<file path="config.mk">
export PLATFORM = sky130hd
export DESIGN_NAME = mem_arbiter
export DESIGN_NICKNAME = d
export VERILOG_FILES = /design/src/rtl/mem_arbiter.sv
export SDC_FILE = /design/constraint.sdc
export NUM_CORES = 1
export LEC_CHECK = 0
export CORE_AREA = 4 4 106 108
export DETAILED_ROUTE_END_ITERATION = 8
export DIE_AREA = 0 0 110 112
export DONT_BUFFER_PORTS = 1
export PLACE_DENSITY_LB_ADDON = 0.1
export SYNTH_ARGS = -nofsm -noshare
export SYNTH_HDL_FRONTEND = slang
export SYNTH_SLANG_ARGS = --single-unit
export TNS_END_PERCENT = 5
</file>
<file path="constraint.sdc">
create_clock -name i_clk -period 4.4 [get_ports i_clk]
set_clock_uncertainty 0.1 [all_clocks]
set_input_delay 0.22 -clock i_clk [delete_from_list [all_inputs] [get_ports i_clk]]
set_output_delay 0.22 -clock i_clk [all_outputs]
set_load 0.02 [all_outputs]
</file>
<file path="src/rtl/mem_arbiter.sv">
// Single-port memory arbiter between instruction fetch and data access.
// One transaction in flight; data has priority, bounded by a fetch starvation limit.
module mem_arbiter #(
  parameter int unsigned STARVE_LIMIT = 4
) (
  input  logic        i_clk,
  input  logic        i_rst_n,
  input  logic        i_if_req,
  input  logic [31:0] i_if_addr,
  output logic        o_if_ready,
  output logic        o_if_valid,
  output logic [31:0] o_if_rdata,
  input  logic        i_d_req,
  input  logic        i_d_wen,
  input  logic [31:0] i_d_addr,
  input  logic [31:0] i_d_wdata,
  input  logic [3:0]  i_d_mask,
  output logic        o_d_ready,
  output logic        o_d_valid,
  output logic [31:0] o_d_rdata,
  output logic        o_mem_req,
  output logic        o_mem_ren,
  output logic        o_mem_wen,
  output logic [31:0] o_mem_addr,
  output logic [31:0] o_mem_wdata,
  output logic [3:0]  o_mem_mask,
  input  logic        i_mem_ready,
  input  logic        i_mem_valid,
  input  logic [31:0] i_mem_rdata,
  output logic        o_busy
);

  typedef enum logic [1:0] {
    IDLE,
    ISSUE,
    WAIT
  } state_t;

  localparam logic [3:0] LIMIT = 4'(STARVE_LIMIT);

  state_t      state;
  logic [3:0]  starve_cnt;
  logic        own_d;
  logic        lat_wen;
  logic [31:0] lat_addr;
  logic [31:0] lat_wdata;
  logic [3:0]  lat_mask;

  logic starved;
  logic grant_d;
  logic grant_if;
  logic issue;
  logic done;

  assign starved  = (starve_cnt == LIMIT) && i_if_req;
  assign grant_d  = (state == IDLE) && i_d_req && !starved;
  assign grant_if = (state == IDLE) && i_if_req && !grant_d;
  assign issue    = (state == ISSUE);
  assign done     = (state == WAIT) && i_mem_valid;

  always_ff @(posedge i_clk or negedge i_rst_n) begin
    if (!i_rst_n) begin
      state      <= IDLE;
      starve_cnt <= '0;
      own_d      <= 1'b0;
      lat_wen    <= 1'b0;
      lat_addr   <= '0;
      lat_wdata  <= '0;
      lat_mask   <= '0;
    end else begin
      unique case (state)
        IDLE: begin
          if (grant_d) begin
            state     <= ISSUE;
            own_d     <= 1'b1;
            lat_wen   <= i_d_wen;
            lat_addr  <= i_d_addr;
            lat_wdata <= i_d_wdata;
            lat_mask  <= i_d_mask;
            if (i_if_req && starve_cnt != LIMIT)
              starve_cnt <= starve_cnt + 4'd1;
          end else if (grant_if) begin
            state      <= ISSUE;
            own_d      <= 1'b0;
            lat_wen    <= 1'b0;
            lat_addr   <= i_if_addr;
            lat_wdata  <= '0;
            lat_mask   <= 4'b1111;
            starve_cnt <= '0;
          end
        end
        ISSUE: if (i_mem_ready) state <= WAIT;
        WAIT:  if (i_mem_valid) state <= IDLE;
        default: state <= IDLE;
      endcase
    end
  end

  assign o_if_ready  = grant_if;
  assign o_d_ready   = grant_d;
  assign o_if_valid  = done && !own_d;
  assign o_d_valid   = done && own_d;
  assign o_if_rdata  = (done && !own_d) ? i_mem_rdata : '0;
  assign o_d_rdata   = (done && own_d) ? i_mem_rdata : '0;

  // Memory bus is quiet except while presenting the latched request
  assign o_mem_req   = issue;
  assign o_mem_ren   = issue && !lat_wen;
  assign o_mem_wen   = issue && lat_wen;
  assign o_mem_addr  = issue ? {lat_addr[31:2], 2'b00} : '0;
  assign o_mem_wdata = issue ? lat_wdata : '0;
  assign o_mem_mask  = issue ? lat_mask : '0;
  assign o_busy      = (state != IDLE);

endmodule

</file>
==> results_dict.tcl <==
set metrics [dict create \
    drv_slew 0 \
    antenna_found_initial 0 \
    slew_headroom_pct 27.3 \
    vias 3789 \
    synth_seq_cells 74 \
    startpoint "starve_cnt[0]" \
    finalSetupViolCount 0 \
    grt_start_max_net_pins 75 \
    cts_sinks 74 \
    fin_crit_ns 2.79 \
    rsz0062_at_grt "false" \
    hp-start "i_if_addr[30]" \
    netlist_area_sq_um 4180 \
    clock.fmax_ghz 0.359 \
    min_path_cells 2 \
    crit_path_end_kind "register" \
    outcome "completed" \
    min_path_type "in2reg" \
    area_delta_synth_final_pct 30.8 \
    grt_pass1_vias 3941 \
    layout_setup_ws_ns 1.61 \
    drive_above_1_share_pct 4.93 \
    worstPathCellList "inv_1 -> ha_1 -> nand4b_1 -> nand2_1 -> inv_2 -> buf_4 -> o21ai_0 -> dlygate4sd3_1" \
    final_cell_mix "131 x and2_1, 100 x dlygate4sd3_1, 74 x dfrtp_1" \
    place_area_sq_um 4260 \
    yosys_most_used_dff "dfrtp_1" \
    regToRegSetupSlack_ns 1.61 \
    fin_nets 704 \
    grt_remaining_overflow 0 \
    p_leak_uw 0.00234 \
    layout_commonest_cell "and2_1" \
    wl_per_cell_um 18.7 \
    syn-instance-count 488 \
    path_class "reg2reg" \
    grt_usage_pct 20.9 \
    crit_buf_inv 4 \
    finalSetupTns_ns 0 \
    drc 0 \
    yosys_warnings 0 \
    yosysSeqAreaShare_pct 44.3 \
    core_area_sq_um 10200 \
    clock_latency_ns 0.33 \
    cap_violations 0 \
    synthArstFlopShare_pct 100 \
    hold-path-endpoint "lat_addr[30]" \
    cts_max_path_buffers 2 \
    grt_first_pass_wirelength_mm 20.5 \
    die_y_um 112 \
    htree_levels 3 \
    finalWirelength_mm 13.2 \
    fin_crit_sh_pct 63.3 \
    hpwl_mm 8.17 \
    synth-edff-count 0 \
    synth.avg_cell_area_sq_um 8.57 \
    num_antenna_cells 0 \
    dieArea_sq_um 12300 \
    num_rows 37 \
    crit_slowest_cell "dlygate4sd3_1" \
    r2r_start "starve_cnt[0]" \
    port-buffer-count 0 \
    power.density_nw_per_um2 628 \
    die_w_um 110 \
    gp_congestion 0.735 \
    viasPerCell 5.38 \
    ir_drop_mv 0.332 \
    ios 279 \
    root_buffer "clkbuf_8" \
    cts_setup_buffers 0 \
    cp-start-kind "register" \
    dp_slack_ns 2.16 \
    r2r_end "lat_addr[8]" \
    hold_violations 0 \
    cts_tree "done" \
    post-route-cell-area_sq_um 5470 \
    required_ns 4.52 \
    antenna_left 0 \
    postLayoutCoreUtil_pct 53.5 \
    drt_iter0_drc 297 \
    tightest_slew_ns 1.09 \
    dr.pass1.iters 4 \
    r2r_cells 8 \
    initial_core_util_pct 40.9 \
    cp_max_fo 55 \
    numCtsBuffers 9 \
    synth.lib_cells_used.distinct 27 \
    crit_arrival_ns 2.91 \
    slowest_delay_ns 0.61 \
    p_total_uw 3430 \
    clkTransAtPathRegs_ns 0.08 \
    crit_family "buffers and inverters" \
]
## worst reg2reg max path, cell delays in order, from the launching register on
cell,delay (ns)
dfrtp_1,0.39
inv_1,0.09
ha_1,0.19
nand4b_1,0.12
nand2_1,0.16
inv_2,0.24
buf_4,0.52
o21ai_0,0.27
dlygate4sd3_1,0.61
## metal layers
metal,vias to the layer above,track usage (%),share of wire (%)
met2,183,35.4,50
met3,19,5.51,7.8
li1,1768,-,-
met4,0,6.82,1.9
met5,-,0,0
met1,1819,25.7,40
## synth_stat cells, types with 2 or more instances
cell,instances,area (sq um)
and2_1,131,820
dfrtp_1,74,1850
nand3_1,68,340
o21ai_0,68,340
nand2_1,38,143
clkbuf_1,35,131
mux2i_1,30,300
buf_2,8,40.0
nor2_1,8,30.0
inv_1,6,22.5
nor3b_1,3,22.5
buf_4,2,15.0
ha_1,2,25.0
nand4_1,2,12.5
## how the worst max path moves through the flow
| stage | end | cells after the start |
|---|---|---|
| detailed placement | o_mem_addr[2] | 3 |
| CTS | lat_addr[23] | 5 |
| global route | lat_addr[8] | 8 |
| finish | lat_addr[8] | 8 |
| global placement | o_mem_addr[2] | 3 |
| floorplan | o_if_ready | 7 |
## where the power goes
group / switching [uW] / internal (uW)
clock: 248 / 264
combinational: 1110 / 666
sequential: 168 / 978
## final cells by class
type                       instances  area [sq um]
inverter                           7          26.3
clock buffer                      12           135
timing repair buffer             108          1090
multi-input combinational        363          2140
sequential                        74          1850
clock inverter                     4          51.3
fill                             933          4760
tap                              136           170
## repair_timing
item / CTS / global route
resized for setup: 0 / 0
endpoints found under the hold margin: 145 / 0
hold buffers: 101 / 0
## state kept, by name, summed over array words and instances (netlist names)
register / count
own_d: 1
state: 2
starve_cnt: 4
lat_addr: 30
lat_wdata: 32
lat_wen: 1
lat_mask: 4
## metrics by stage
stage / hold WS [ns] / instances
6_report: 0.0213 / 704
5_1_grt: 0.0453 / 704
4_1_cts: 0.000728 / 704
3_5_place_dp: -0.172 / 587
3_3_place_gp: -0.172 / 587
2_1_floorplan: -0.176 / 489
## logic make-up after synthesis
family / after synthesis / share of synthesized area (%)
simple gates: 255 / 33.5
compound gates: 74 / 9.24
flops: 74 / 44.3
buf+inv: 52 / 5.09
mux: 30 / 7.18
fa+ha+maj: 2 / 0.598
other cells: 1 / 0.0897
Note: power is estimated with default switching activity, not from simulation.
